[src/rtl/muldiv_unit.sv]
// muldiv_unit: sequential RV32M-style multiply/divide unit.
// Holds one operation at a time and uses valid/ready handshakes on both sides.
// Iterative ops run one bit per cycle on operand magnitudes.
// The result sign is applied once, when the final value is captured.
module muldiv_unit #(
  parameter int XLEN     = 32,
  parameter bit FAST_MUL = 1'b0
) (
  input  logic            clk,
  input  logic            rst,
  input  logic            in_valid,
  output logic            in_ready,
  input  logic [2:0]      op,
  input  logic [XLEN-1:0] a,
  input  logic [XLEN-1:0] b,
  input  logic            flush,
  output logic            out_valid,
  input  logic            out_ready,
  output logic [XLEN-1:0] y,
  output logic            busy
);

  localparam int CW = $clog2(XLEN) + 1;

  localparam logic [2:0] OP_MUL    = 3'b000;
  localparam logic [2:0] OP_MULH   = 3'b001;
  localparam logic [2:0] OP_MULHSU = 3'b010;
  localparam logic [2:0] OP_MULHU  = 3'b011;
  localparam logic [2:0] OP_DIV    = 3'b100;
  localparam logic [2:0] OP_DIVU   = 3'b101;
  localparam logic [2:0] OP_REM    = 3'b110;
  localparam logic [2:0] OP_REMU   = 3'b111;

  localparam logic [XLEN-1:0] ZERO_X = {XLEN{1'b0}};
  localparam logic [XLEN-1:0] ONE_X  = {{(XLEN-1){1'b0}}, 1'b1};
  localparam logic [XLEN-1:0] ONES_X = {XLEN{1'b1}};
  localparam logic [XLEN-1:0] MIN_X  = {1'b1, {(XLEN-1){1'b0}}};
  localparam logic [CW-1:0]   ONE_C  = {{(CW-1){1'b0}}, 1'b1};
  localparam logic [CW-1:0]   XLEN_C = CW'(XLEN);

  typedef enum logic [1:0] {
    S_IDLE = 2'd0,
    S_BUSY = 2'd1,
    S_DONE = 2'd2
  } state_t;

  state_t            state_q, state_d;
  logic [2:0]        op_q, op_d;
  logic              neg_q, neg_d;
  logic [CW-1:0]     cnt_q, cnt_d;
  logic [XLEN-1:0]   hi_q, hi_d;
  logic [XLEN-1:0]   lo_q, lo_d;
  logic [XLEN-1:0]   mcand_q, mcand_d;
  logic [XLEN-1:0]   y_q, y_d;

  logic              sa_s, sb_s, a_neg_s, b_neg_s, neg_in_s, ovf_s;
  logic [XLEN-1:0]   a_mag_s, b_mag_s;
  logic [2*XLEN-1:0] fast_prod_s;
  logic [XLEN:0]     shifted_s, diff_s, sum_s;
  logic [XLEN-1:0]   iter_hi_s, iter_lo_s;

  // Magnitude of a value that is negative only when treated as signed.
  function automatic logic [XLEN-1:0] mag(input logic [XLEN-1:0] v, input logic sgn);
    logic [XLEN-1:0] r;
    if (sgn && v[XLEN-1]) begin
      r = ~v + ONE_X;
    end else begin
      r = v;
    end
    return r;
  endfunction

  // Apply the deferred sign to the raw magnitude result and pick the selected half.
  function automatic logic [XLEN-1:0] fixup(input logic [2:0] o, input logic neg,
                                            input logic [XLEN-1:0] hi, input logic [XLEN-1:0] lo);
    logic [2*XLEN-1:0] p;
    logic [XLEN-1:0]   r;
    if (neg) begin
      p = ~{hi, lo} + {{(2*XLEN-1){1'b0}}, 1'b1};
    end else begin
      p = {hi, lo};
    end
    case (o)
      OP_MUL:                       r = p[XLEN-1:0];
      OP_MULH, OP_MULHSU, OP_MULHU: r = p[2*XLEN-1:XLEN];
      OP_DIV, OP_DIVU:              r = neg ? (~lo + ONE_X) : lo;
      OP_REM, OP_REMU:              r = neg ? (~hi + ONE_X) : hi;
      default:                      r = lo;
    endcase
    return r;
  endfunction

  // Operand signedness, magnitudes and result sign for an incoming request.
  always_comb begin
    sa_s = 1'b0;
    sb_s = 1'b0;
    case (op)
      OP_MUL, OP_MULH, OP_DIV, OP_REM: begin
        sa_s = 1'b1;
        sb_s = 1'b1;
      end
      OP_MULHSU: begin
        sa_s = 1'b1;
        sb_s = 1'b0;
      end
      default: begin
        sa_s = 1'b0;
        sb_s = 1'b0;
      end
    endcase
    a_neg_s     = sa_s & a[XLEN-1];
    b_neg_s     = sb_s & b[XLEN-1];
    neg_in_s    = (op == OP_REM) ? a_neg_s : (a_neg_s ^ b_neg_s);
    a_mag_s     = mag(a, sa_s);
    b_mag_s     = mag(b, sb_s);
    ovf_s       = ((op == OP_DIV) || (op == OP_REM)) && (a == MIN_X) && (b == ONES_X);
    fast_prod_s = {ZERO_X, a_mag_s} * {ZERO_X, b_mag_s};
  end

  // One shift-add multiply step or one restoring-divide step on the held operands.
  always_comb begin
    shifted_s = {hi_q, lo_q[XLEN-1]};
    diff_s    = shifted_s - {1'b0, mcand_q};
    sum_s     = {1'b0, hi_q} + (lo_q[0] ? {1'b0, mcand_q} : {(XLEN+1){1'b0}});
    if (op_q[2]) begin
      if (!diff_s[XLEN]) begin
        iter_hi_s = diff_s[XLEN-1:0];
        iter_lo_s = {lo_q[XLEN-2:0], 1'b1};
      end else begin
        iter_hi_s = shifted_s[XLEN-1:0];
        iter_lo_s = {lo_q[XLEN-2:0], 1'b0};
      end
    end else begin
      iter_hi_s = sum_s[XLEN:1];
      iter_lo_s = {sum_s[0], lo_q[XLEN-1:1]};
    end
  end

  // Next-state logic for the IDLE/BUSY/DONE sequencer and its datapath registers.
  always_comb begin
    state_d = state_q;
    op_d    = op_q;
    neg_d   = neg_q;
    cnt_d   = cnt_q;
    hi_d    = hi_q;
    lo_d    = lo_q;
    mcand_d = mcand_q;
    y_d     = y_q;
    case (state_q)
      S_IDLE: begin
        if (flush) begin
          state_d = S_IDLE;
        end else if (in_valid) begin
          op_d    = op;
          neg_d   = neg_in_s;
          hi_d    = ZERO_X;
          lo_d    = a_mag_s;
          mcand_d = b_mag_s;
          if (op[2] && (b == ZERO_X)) begin
            state_d = S_DONE;
            y_d     = op[1] ? a : ONES_X;
          end else if (ovf_s) begin
            state_d = S_DONE;
            y_d     = op[1] ? ZERO_X : a;
          end else if (!op[2] && (FAST_MUL == 1'b1)) begin
            state_d = S_DONE;
            y_d     = fixup(op, neg_in_s, fast_prod_s[2*XLEN-1:XLEN], fast_prod_s[XLEN-1:0]);
          end else begin
            state_d = S_BUSY;
            cnt_d   = XLEN_C;
          end
        end else begin
          state_d = S_IDLE;
        end
      end
      S_BUSY: begin
        if (flush) begin
          state_d = S_IDLE;
        end else begin
          hi_d  = iter_hi_s;
          lo_d  = iter_lo_s;
          cnt_d = cnt_q - ONE_C;
          if (cnt_q == ONE_C) begin
            state_d = S_DONE;
            y_d     = fixup(op_q, neg_q, iter_hi_s, iter_lo_s);
          end else begin
            state_d = S_BUSY;
          end
        end
      end
      S_DONE: begin
        if (flush || out_ready) begin
          state_d = S_IDLE;
        end else begin
          state_d = S_DONE;
        end
      end
      default: begin
        state_d = S_IDLE;
      end
    endcase
  end

  // State and datapath registers with synchronous reset.
  always_ff @(posedge clk) begin
    if (rst) begin
      state_q <= S_IDLE;
      op_q    <= 3'b000;
      neg_q   <= 1'b0;
      cnt_q   <= {CW{1'b0}};
      hi_q    <= ZERO_X;
      lo_q    <= ZERO_X;
      mcand_q <= ZERO_X;
      y_q     <= ZERO_X;
    end else begin
      state_q <= state_d;
      op_q    <= op_d;
      neg_q   <= neg_d;
      cnt_q   <= cnt_d;
      hi_q    <= hi_d;
      lo_q    <= lo_d;
      mcand_q <= mcand_d;
      y_q     <= y_d;
    end
  end

  assign in_ready  = (state_q == S_IDLE);
  assign busy      = (state_q != S_IDLE);
  assign out_valid = (state_q == S_DONE);
  assign y         = y_q;

endmodule
[config.mk]
export PLATFORM = sky130hd
export DESIGN_NAME = muldiv_unit
export DESIGN_NICKNAME = d
export VERILOG_FILES = /design/src/rtl/muldiv_unit.sv
export SDC_FILE = /design/constraint.sdc
export NUM_CORES = 1
export LEC_CHECK = 0
export CAP_MARGIN = 20
export CELL_PAD_IN_SITES_DETAIL_PLACEMENT = 0
export CELL_PAD_IN_SITES_GLOBAL_PLACEMENT = 2
export CORE_MARGIN = 5
export CORE_UTILIZATION = 32
export CTS_BUF_LIST = sky130_fd_sc_hd__clkbuf_16
export DETAILED_ROUTE_END_ITERATION = 8
export PLACE_DENSITY_LB_ADDON = 0.1
export SLEW_MARGIN = 30
export SYNTH_ARGS = -nofsm -noshare
export SYNTH_HDL_FRONTEND = slang
export SYNTH_SLANG_ARGS = --single-unit
[constraint.sdc]
create_clock -name clk -period 5.9 [get_ports clk]
set_input_delay 0.885 -clock clk [delete_from_list [all_inputs] [get_ports clk]]
set_output_delay 0.885 -clock clk [all_outputs]
set_load 0.01 [all_outputs]
==> summary.txt, run 1 <==
Status
  – Outcome: finished, final reports clean

Timing
  – Fin worst setup slack: 0.3339 ns
  – Worst Skew: approximately 0.02 ns
  – Setup TNS: 0 ns
  – Fin crit period: 5.566 ns
  – Slew Viols, Final: 0
  – RSZ-0062 raised after global routing: no
  – Period utilization: a little over nine tenths
  – Worst-margin pin slew: about 1.0 ns
  – Max Freq: about 180 MHz
  – Worst slew margin: 30.12%
  – Fin. Hold Viols: 0
  – Setup violators final: 0

Power
  – Peak VDD IR: about 0.17 mV
  – Leak Pwr: 6.710 nW
  – PwrDens: 196.8 nW/um^2

Critical path
  – Top fanout value on the critical path: 31
  – Crit-path leading delay family: compound AO/OA/AOI/OAI gates
  – Slowest CP cell: or3_1
  – CP arrival: 5.94 ns
  – Crit. Startpoint: mcand_q[30]
  – CP cell instances: inv_1 > ha_1 > and2_4 > a311o_1 > a221o_1 > o21ai_1 > o211a_4 > buf_6 > o221ai_1 > inv_1 > ha_1 > nand2_1 > a2bb2oi_1 > or3_1 > or3_1 > o41ai_2 > mux2_1 > a311oi_1
  – RR Startpoint: mcand_q[30]
  – Critical Path End Type: register
  – Slowest stage delay, CP: 0.43 ns
  – Req. time, crit path: 6.28 ns
  – Buf/Inv on CP: 3
  – Crit start category: register
  – WS Path Type: reg2reg

Finish
  – Area growth syn-to-layout: 18.26%
  – Inserted Diodes: 0
  – Filler cells: 4960
  – Fraction of layout cells with a size suffix above 1: under 10%
  – Final #Nets: 2356

Route
  – Routed wire length per instance: 25.47 um
  – Vias: roughly 17000
  – Vias per cell: 5.975
  – DRC Markers: 0
  – Final wirelength: 72.11 mm
  – Detailed Routing Iterations Pass 1: 5
  – Initial detailed-routing violation count: between 1500 and 2000
  – Remaining antenna violation count: 0

Placement
  – Input/output buffers: 106
  – DP Worst Slack: -0.01356 ns
  – HPWL Detailed: 56.37 mm
  – RePlAce Congestion: 0.8922

Floorplan
  – Core Area: 46560 um^2
  – Row cnt: 79
  – Initial Utilization: approximately a third
  – Io pins: between 100 and 150
  – Die height: 227.1 um
  – Full die area: approximately 52000 um^2
  – Die X: approximately 230 um

Synth
  – Predominant post-synthesis flop cell: dfxtp_1
  – Synth Net Count: about 2300
  – Post-synthesis cell count: 2123
  – Syn Std Cell Area: 15080 um^2
  – Flops & latches, synth: between 100 and 150
  – Synth Area per Inst: 7.103 um^2
  – Sequential-to-total area share from yosys stat: 18.58%
  – Number of flops mapped to enable cells by yosys: 0
  – Synth unique cells: 99
  – Synth warn: 0
  – FFs w/ async S/R, synth: 0%
  – Yosys top cell area share: 18.58%
  – Area leader, netlist: dfxtp_1
  – Synth area leaders: dfxtp_1 19%, nor2_1 7.0%, a21oi_1 6.7%

Global routing
  – First-pass GRT wire length: 106.7 mm
  – Largest net degree at the start of global routing: 75
  – Grt ovf: 0
  – Vias in the first global route: 16090
  – Total track usage: a little over a quarter
  – Initial antenna violation count: 3

CTS
  – Clock transition at the registers of the reported paths: 0.07 ns
  – # hold bufs at CTS: 0
  – Post-CTS setup buffers: 0
  – Worst-Skew Late Latency: 0.48 ns
  – Max clock buf depth: 2
  – Clk sinks: 140
  – CTS tree: yes
  – H-tree lvl count: 4
  – TritonCTS Buffers: 17
  – Post-CTS resize count: 1
  – Root buffer cell: clkbuf_16

Flow run
  – Max-Cap Viols: 0

Hold path
  – Hold Path Class: reg2reg
  – Hold Crit Start: mcand_q[0]
## sequential cells by signal, indices dropped and copies added (netlist names)
register,cells
state_q,2
y,32
hi_q,32
mcand_q,32
lo_q,32
op_q,3
neg_q,1
cnt_q,6
## Yosys cell counts (22+ instances only)
library cell,n
nand3_1,39
and2_1,43
a211oi_1,81
maj3_1,23
nand2_1,187
clkbuf_1,98
inv_1,67
or3_1,31
mux2i_1,51
xnor2_1,71
dfxtp_1,140
o21ai_0,96
a21oi_1,202
o31ai_1,30
a21o_1,22
a22oi_1,27
xor2_1,78
nor3_1,71
nor2_1,282
ha_1,71
nand4_1,29
## placed cells by master, fill, tap and decap left out, types with 21 or more instances in the layout
cell type	netlist	routed
dfxtp_1	140	138
a21oi_1	202	201
a211oi_1	81	80
nor2_1	282	279
clkdlybuf4s50_1	0	105
o31ai_1	30	30
a21o_1	22	22
maj3_1	23	23
nand4_1	29	29
mux2i_1	51	51
and2_1	43	43
inv_1	67	67
or3_1	31	31
buf_4	1	94
nor3_1	71	71
nand2_1	187	187
a22oi_1	27	27
ha_1	71	70
nand2b_1	21	21
xnor2_1	71	71
o21ai_0	96	96
nand3_1	39	39
xor2_1	78	78
## power breakdown
| group | internal (W) | total [W] | switching (W) |
|---|---|---|---|
| registers | 0.000983 | 0.00103 | 0.0000499 |
| clock network | 0.000792 | 0.00130 | 0.000507 |
| logic | 0.000418 | 0.00118 | 0.000760 |
## layer usage
layer  up-vias  global-route usage (%)  share of wire, %
li1       8007                       -                 -
met1      8207                   41.97                50
met2       626                   39.09                41
met3        72                   5.906               7.6
met4         4                   5.363               1.6
met5         -                       0             0.043
## worst paths after layout
| path | cells past startpoint | to | slack (ns) |
|---|---|---|---|
| worst min register to register | 2 | mcand_q[0] | 0.49 |
| worst max-delay path | 18 | y[28] | 0.33 |
| worst min-delay path | 2 | mcand_q[0] | 0.49 |
| worst max register to register | 18 | y[28] | 0.33 |
## worst min-delay path: cells and delay by family (launching register included)
family	cells	cell delay (ns)
simple gates	1	0.06
flops	1	0.33
compound gates	1	0.05
## stage by stage
step	hold WS (ns)	power (W)	util (%)	area [um^2]	cells
after floorplan	0.4403	0.001744	-	15080	2123
after global placement	0.4658	0.002202	36.79	17130	2799
after detailed placement	0.4723	0.002198	36.79	17130	2799
after CTS	0.4831	0.003499	38.23	17800	2831
after global routing	0.5242	0.003665	38.31	17830	2831
final	0.4864	0.003510	38.31	17830	2831
## final cells by class
cell class / count / area (um^2) / share of cell area, %
clock buffers: 17 / 425.4 / 2.385
clock inverters: 15 / 244.0 / 1.368
inverters: 68 / 255.2 / 1.431
multi-input cells: 1783 / 11550 / 64.79
flip-flops and latches: 140 / 2808 / 15.74
well taps: 607 / 759.5 / 4.258
repair buffers: 201 / 1788 / 10.03
## cell families after synthesis
group,count (synthesis),share of synthesized area [%]
fa+ha+maj,96,7.683
buf+inv,200,5.293
flops,140,18.58
compound gates,667,29.45
mux,70,4.912
simple gates,801,25.42
xor+xnor,149,8.654
Note: power is estimated with default switching activity, not from simulation.
==> inputs of run 2 (changes only) <==
Settings changed: CORE_ASPECT_RATIO from default to 1.4, TNS_END_PERCENT from default to 1.
Clock period 5.9 ns to 5.04 ns, I/O delays scaled along.
==> summary.txt, run 2 (synthesis gave the netlist of run 1 again) <==
Floorplan
  – Initial Utilization: 32.22% (-0.18 points)
  – Die X: 193.5 um (-15%)
  – Row cnt: 94 (+19%)
  – Io pins: 107 (unchanged)
  – Die height: 266.9 um (+18%)
  – Full die area: 51630 um^2 (+0.12%)
  – Core Area: 46810 um^2 (+0.55%)

Global routing
  – Met1 Use GR: 29.79% (-12 points)
  – Grt ovf: 0 (unchanged)
  – Total track usage: 28.65% (+1.3 points)
  – Largest net degree at the start of global routing: 93 (+24%)
  – Vias in the first global route: 17860 (+11%)
  – Initial antenna violation count: 0 (-3)
  – First-pass GRT wire length: 113.3 mm (+6.1%)
  – Met3 global-route usage: 2.891% (-3.0 points)
  – GRT met2 Usage: 54.11% (+15 points)
  – GR peak layer: met2

Timing
  – Max Freq: 199.7 MHz (+11%)
  – RSZ-0062 raised after global routing: yes
  – Setup TNS: 0 ns (unchanged)
  – Worst-margin pin slew: 0.9666 ns (-0.08156 ns)
  – Setup violators final: 0 (unchanged)
  – Fin crit period: 5.007 ns (-0.5596 ns)
  – Final hold slack: 0.4894 ns (+0.003025 ns)
  – Slew Viols, Final: 0 (unchanged)
  – Period utilization: 99.34% (+5.0 points)
  – Worst Skew: 0.01603 ns (-0.003961 ns)
  – Fin. Hold Viols: 0 (unchanged)
  – Worst slew margin: 35.21% (+5.1 points)

CTS
  – TritonCTS Buffers: 17 (unchanged)
  – H-tree lvl count: 4 (unchanged)
  – Root buffer cell: clkbuf_16
  – Worst-Skew Late Latency: 0.47 ns (about the same)
  – Clock transition at the registers of the reported paths: 0.07 ns (about the same)
  – Clk sinks: 140 (unchanged)
  – # hold bufs at CTS: 0 (unchanged)
  – CTS tree: yes
  – Max clock buf depth: 2 (unchanged)

Finish
  – Area growth syn-to-layout: 29.64%
  – Post-layout util: 41.77% (+3.5 points)
  – Final #Nets: 2557 (+8.5%)
  – Commonest non-fill, non-tap cell in the layout: buf_4
  – Fraction of layout cells with a size suffix above 1: 17.61% (+8.9 points)
  – Post-route cell area: 19550 um^2 (+9.6%)
  – Filler cells: 5072 (+2.3%)
  – Inserted Diodes: 0 (unchanged)
  – Most frequent cells in the layout: 291 x buf_4, 279 x nor2_1, 196 x a21oi_1, 185 x nand2_1, 137 x dfxtp_1

Critical path
  – Slowest stage delay, CP: 0.54 ns (+0.11 ns)
  – Req. time, crit path: 5.41 ns (-0.87 ns)
  – Crit-path leading delay family: compound AO/OA/AOI/OAI gates
  – CP arrival: 5.38 ns (-0.56 ns)
  – Top fanout value on the critical path: 4 (-87%)
  – Crit start category: register
  – Register-to-Register Path Depth: 21 (+3)
  – CP cell instances: inv_1 > ha_4 > and2_4 > a311o_1 > a221o_1 > or3_4 > o211a_4 > nand2_4 > a21boi_4 > ha_4 > o2111ai_4 > or4_4 > nand3b_1 > o31a_1 > buf_4 > a21oi_1 > xnor2_1 > a21oi_2 > nand2_1 > mux2_1 > a311oi_1
  – Most used cell, CP: ha_4
  – CP Depth: 21 (+3)
  – WS Path Type: reg2reg
  – Critical Path End Type: register
  – Buf/Inv on CP: 2 (-1)
  – Slowest CP cell: or4_4

Route
  – Remaining antenna violation count: 0 (unchanged)
  – Vias: 17530 (+3.6%)
  – DRC Markers: 0 (unchanged)
  – Initial detailed-routing violation count: 1093 (-30%)
  – Final wirelength: 76.42 mm (+6.0%)
  – Routed wire length per instance: 25.06 um (-1.6%)
  – Vias per cell: 5.748 (-3.8%)
  – Detailed Routing Iterations Pass 1: 5 (unchanged)

Placement
  – RePlAce Congestion: 0.9150 (+2.6%)
  – HPWL Detailed: 61.45 mm (+9.0%)
  – Input/output buffers: 106 (unchanged)
  – Area after DPL: 18690 um^2 (+9.1%)

Hold path
  – Worst hold path cell count: 2 (unchanged)
  – Hold Path Class: reg2reg

Power
  – Peak VDD IR: 0.2380 mV (+37%)
  – Total Power: 0.004078 W (+16%)
  – Leak Pwr: 7.734 nW (+15%)
  – PwrDens: 208.6 nW/um^2 (+6.0%)

Flow run
  – Max-Cap Viols: 0 (unchanged)

Status
  – Outcome: finished, final reports clean
## run 2: cell types whose count changed in the layout (fill, tap and decap cells not counted), moves of 4 or more
cell,change
buf_4,+197
inv_6,+6
a21oi_1,-5
bufinv_16,-5
ha_1,-5
a21oi_2,+4
buf_12,+4
ha_4,+4
## run 2: area by class of cell
cell class                      instances  area [um^2]  area share [%]
Tap cell                              624        780.7           3.993
Clock buffer                           17        425.4           2.176
Inverter                               68        255.2           1.306
Clock inverter                         15        150.1          0.7679
Multi-Input combinational cell       1783        11780           60.27
Timing Repair Buffer                  402         3347           17.12
Sequential cell                       140         2809           14.37
## run 2: worst register-to-register path: stages, from the launching register on
cell,delay (ns)
dfxtp_1,0.33
inv_1,0.07
ha_4,0.23
and2_4,0.16
a311o_1,0.33
a221o_1,0.32
or3_4,0.35
o211a_4,0.27
nand2_4,0.09
a21boi_4,0.21
ha_4,0.17
o2111ai_4,0.12
or4_4,0.54
nand3b_1,0.20
o31a_1,0.31
buf_4,0.15
a21oi_1,0.14
xnor2_1,0.13
a21oi_2,0.20
nand2_1,0.07
mux2_1,0.29
a311oi_1,0.26
## run 2: layer usage
metal	wire length (um)	vias to the layer above
met3	2136	193
met2	39840	460
li1	-	8412
met1	28380	8461
met4	6064	0
met5	0	-
## run 2: where the power goes
part,internal [W],switching [W]
Clock,0.000696,0.000626
Sequential,0.00115,0.0000557
Combinational,0.000621,0.000928
## run 2: through the flow
step / cells / setup WS [ns]
3_3_place_gp: 3013 / -0.2591
3_5_place_dp: 3013 / -0.3208
2_1_floorplan: 2123 / 0.03105
5_1_grt: 3049 / -0.08889
4_1_cts: 3045 / 0.001696
6_report: 3049 / 0.03345
## run 2: final timing paths
| path | start | slack, ns | to |
|---|---|---|---|
| max | mcand_q[30] | 0.03 | y[28] |
| min | y[1] | 0.49 | y[1] |
| max reg2reg | mcand_q[30] | 0.03 | y[28] |
| min reg2reg | y[1] | 0.49 | y[1] |
## run 2: what timing repair did
item | 4_1_cts | 5_1_grt
buffers inserted | 0 | 4
resized for setup | 8 | 49
endpoints found under the hold margin | 0 | 0
endpoints found under the setup margin | 17 | 19
pin swaps | 2 | 21
==> inputs of run 3 (changes only) <==
Settings changed: ABC_AREA from default to 1, CORE_UTILIZATION 32 to 25, HOLD_SLACK_MARGIN from default to 0.1.
==> summary.txt, run 3 <==
Floorplan
  – Initial Utilization: 25.18% (-7.0 points)
  – Core Area: 67720 um^2 (+45%)
  – Row cnt: 113 (+20%)
  – Full die area: 73620 um^2 (+43%)
  – Io pins: 107 (unchanged)
  – Die height: 319.0 um (+20%)
  – Die X: 230.7 um (+19%)

Route
  – DRC Markers: 0 (unchanged)
  – Vias: 20420 (+17%)
  – Routed wire length per instance: 24.08 um (-3.9%)
  – Vias per cell: 5.023 (-13%)
  – Final wirelength: 97.88 mm (+28%)
  – WL met1: 34.11 mm (+20%)
  – WL met2: 51.32 mm (+29%)
  – Detailed Routing Iterations Pass 1: 9 (+4)
  – Wire length on met3: 3.063 mm (+43%)
  – Remaining antenna violation count: 0 (unchanged)
  – Initial detailed-routing violation count: 1514 (+39%)
  – Max layer used: met4

Synth
  – Number of flops mapped to enable cells by yosys: 0 (unchanged)
  – Area leader, netlist: nand2_1
  – Synth warn: 0 (unchanged)
  – Syn Std Cell Area: 17060 um^2 (+13%)
  – Synth area leaders: nand2_1 19%, dfxtp_1 16%, inv_1 8.6%
  – FFs w/ async S/R, synth: 0% (unchanged)
  – Yosys top cell area share: 19.41% (+0.83 points)
  – Flops & latches, synth: 140 (unchanged)
  – Post-synth top cells: 882 x nand2_1, 391 x inv_1, 307 x nor2_1
  – Synth Area per Inst: 5.539 um^2 (-22%)
  – Sequential-to-total area share from yosys stat: 16.43% (-2.2 points)
  – Most common cell in the synthesized netlist: nand2_1
  – Synth Net Count: 3224 (+42%)
  – Predominant post-synthesis flop cell: dfxtp_1
  – Post-synthesis cell count: 3079 (+45%)
  – Synth unique cells: 58 (-41%)

Finish
  – Commonest non-fill, non-tap cell in the layout: nand2_1
  – Inserted Diodes: 0 (unchanged)
  – Final #Nets: 3335 (+30%)
  – Post-layout util: 29.77% (-12 points)
  – Most frequent cells in the layout: 878 x nand2_1, 391 x inv_1, 300 x nor2_1, 261 x a21oi_1, 220 x nand3_1
  – Fraction of layout cells with a size suffix above 1: 9.647% (-8.0 points)
  – Post-route cell area: 20160 um^2 (+3.1%)
  – Filler cells: 7856 (+55%)
  – Area growth syn-to-layout: 18.23%

CTS
  – TritonCTS Buffers: 17 (unchanged)
  – CTS tree: yes
  – Max clock buf depth: 2 (unchanged)
  – Worst-Skew Late Latency: 0.50 ns (+0.03 ns)
  – Root buffer cell: clkbuf_16
  – Clock transition at the registers of the reported paths: 0.08 ns (about the same)
  – Clk sinks: 140 (unchanged)
  – H-tree lvl count: 4 (unchanged)
  – # hold bufs at CTS: 0 (unchanged)

Power
  – Sequential power share: 27.9% (-1.7 points)
  – Sw Share: 43.02% (+3.5 points)
  – PwrDens: 214.6 nW/um^2 (+2.9%)
  – Clock power frac: 33.8% (+1.4 points)
  – Combinational power share: 38.3% (+0.3 points)
  – P_sw: 0.001861 W (+16%)
  – Peak VDD IR: 0.2728 mV (+15%)
  – Internal power: 0.002465 W (-0.12%)
  – Leak Pwr: 9.895 nW (+28%)

Timing
  – Setup TNS: 0 ns (unchanged)
  – Worst slew margin: 37.19% (+2.0 points)
  – Worst Skew: 0.02276 ns (+0.006733 ns)
  – Fin crit period: 4.663 ns (-0.3433 ns)
  – Fin worst setup slack: 0.3768 ns (+0.3433 ns)
  – Fin. Hold Viols: 0 (unchanged)
  – Worst-margin pin slew: 0.9386 ns (-0.02800 ns)
  – RSZ-0062 raised after global routing: no
  – Slew Viols, Final: 0 (unchanged)
  – Period utilization: 92.52% (-6.8 points)
  – Setup violators final: 0 (unchanged)
  – Final hold slack: 0.4665 ns (-0.02293 ns)
  – Max Freq: 214.4 MHz (+7.4%)

Status
  – Outcome: finished, final reports clean

Critical path
  – Req. time, crit path: 5.43 ns (+0.02 ns)
  – Crit start category: register
  – Slowest CP cell: fa_1
  – Top fanout value on the critical path: 5 (+1)
  – Most used cell, CP: nand2_2
  – Slowest stage delay, CP: 0.41 ns (-0.13 ns)
  – WS Path Type: reg2reg
  – Critical Path End Type: register
  – CP arrival: 5.06 ns (-0.32 ns)

Placement
  – RePlAce Congestion: 0.9322 (+1.9%)
  – DP Worst Slack: 0.1958 ns (+0.5166 ns)
  – Area after DPL: 19490 um^2 (+4.3%)
  – Input/output buffers: 106 (unchanged)
  – HPWL Detailed: 80.35 mm (+31%)

Global routing
  – Largest net degree at the start of global routing: 78 (-16%)
  – First-pass GRT wire length: 141.9 mm (+25%)
  – Grt ovf: 0 (unchanged)
  – Initial antenna violation count: 0 (unchanged)
  – Total track usage: 26.14% (-2.5 points)
  – Vias in the first global route: 20820 (+17%)

Flow run
  – Max-Cap Viols: 0 (unchanged)

Hold path
  – Hold Path Class: reg2reg
[run 3: timing repair]
action	in CTS	in global routing
setup buffers	0	3
endpoints found under the setup margin	0	6
resized for setup	0	7
[run 3: cell families (layout without fill, tap and decap cells)]
family	count (synthesis)	count (layout)	synth area share, %
AO/OA/AOI/OAI	598	598	19.21
XOR/XNOR	85	85	4.365
adder cells (fa/ha/maj)	73	73	5.443
buffers and inverters	531	655	12.23
flip-flops	140	140	16.43
multiplexers	2	2	0.1174
AND/OR/NAND/NOR	1650	1650	42.21
[run 3: layout make-up]
type	count	area, um^2	share of cell area, %
clock buffers	17	425.4	2.110
inverters	418	1569	7.781
well taps	862	1079	5.349
repair buffers	205	1852	9.183
clock inverters	15	203.9	1.011
multi-input cells	2408	12230	60.64
flip-flops and latches	140	2808	13.92
[run 3: worst paths after layout]
kind,start,end,slack [ns],cells after the start
worst min register to register,cnt_q[1],cnt_q[1],0.47,2
worst max register to register,lo_q[31],y[12],0.38,35
worst max-delay path,lo_q[31],y[12],0.38,35
worst min-delay path,cnt_q[1],cnt_q[1],0.47,2
[run 3: critical path: cells and delay by family (launching register included)]
family	cells	cell delay [ns]
and+or+nand+nor	24	2.70
buffers and inverters	5	0.42
DFF	1	0.33
AOI/OAI and AO/OA	3	0.42
adders and majority gates	3	0.71
[run 3: routing by layer]
metal  GRT usage, %  up-vias
met3          3.381      192
met5              0        -
li1               -    10190
met1          25.76     9540
met2          49.15      503
met4          19.98        0
[run 3: power by group through the flow]
stage	combinational, W	sequential (W)	clock (W)
6_report	0.00166	0.00121	0.00146
4_1_cts	0.00166	0.00121	0.00151
3_5_place_dp	0.00165	0.00123	0
5_1_grt	0.00182	0.00121	0.00154
3_3_place_gp	0.00166	0.00123	0
2_1_floorplan	0.00101	0.00121	0
[run 3: per-stage QoR]
stage	total power, W	std cells
floorplan	0.002218	3079
global placement	0.002895	4030
detailed placement	0.002887	4030
CTS	0.004377	4062
global route	0.004576	4065
finish	0.004327	4065
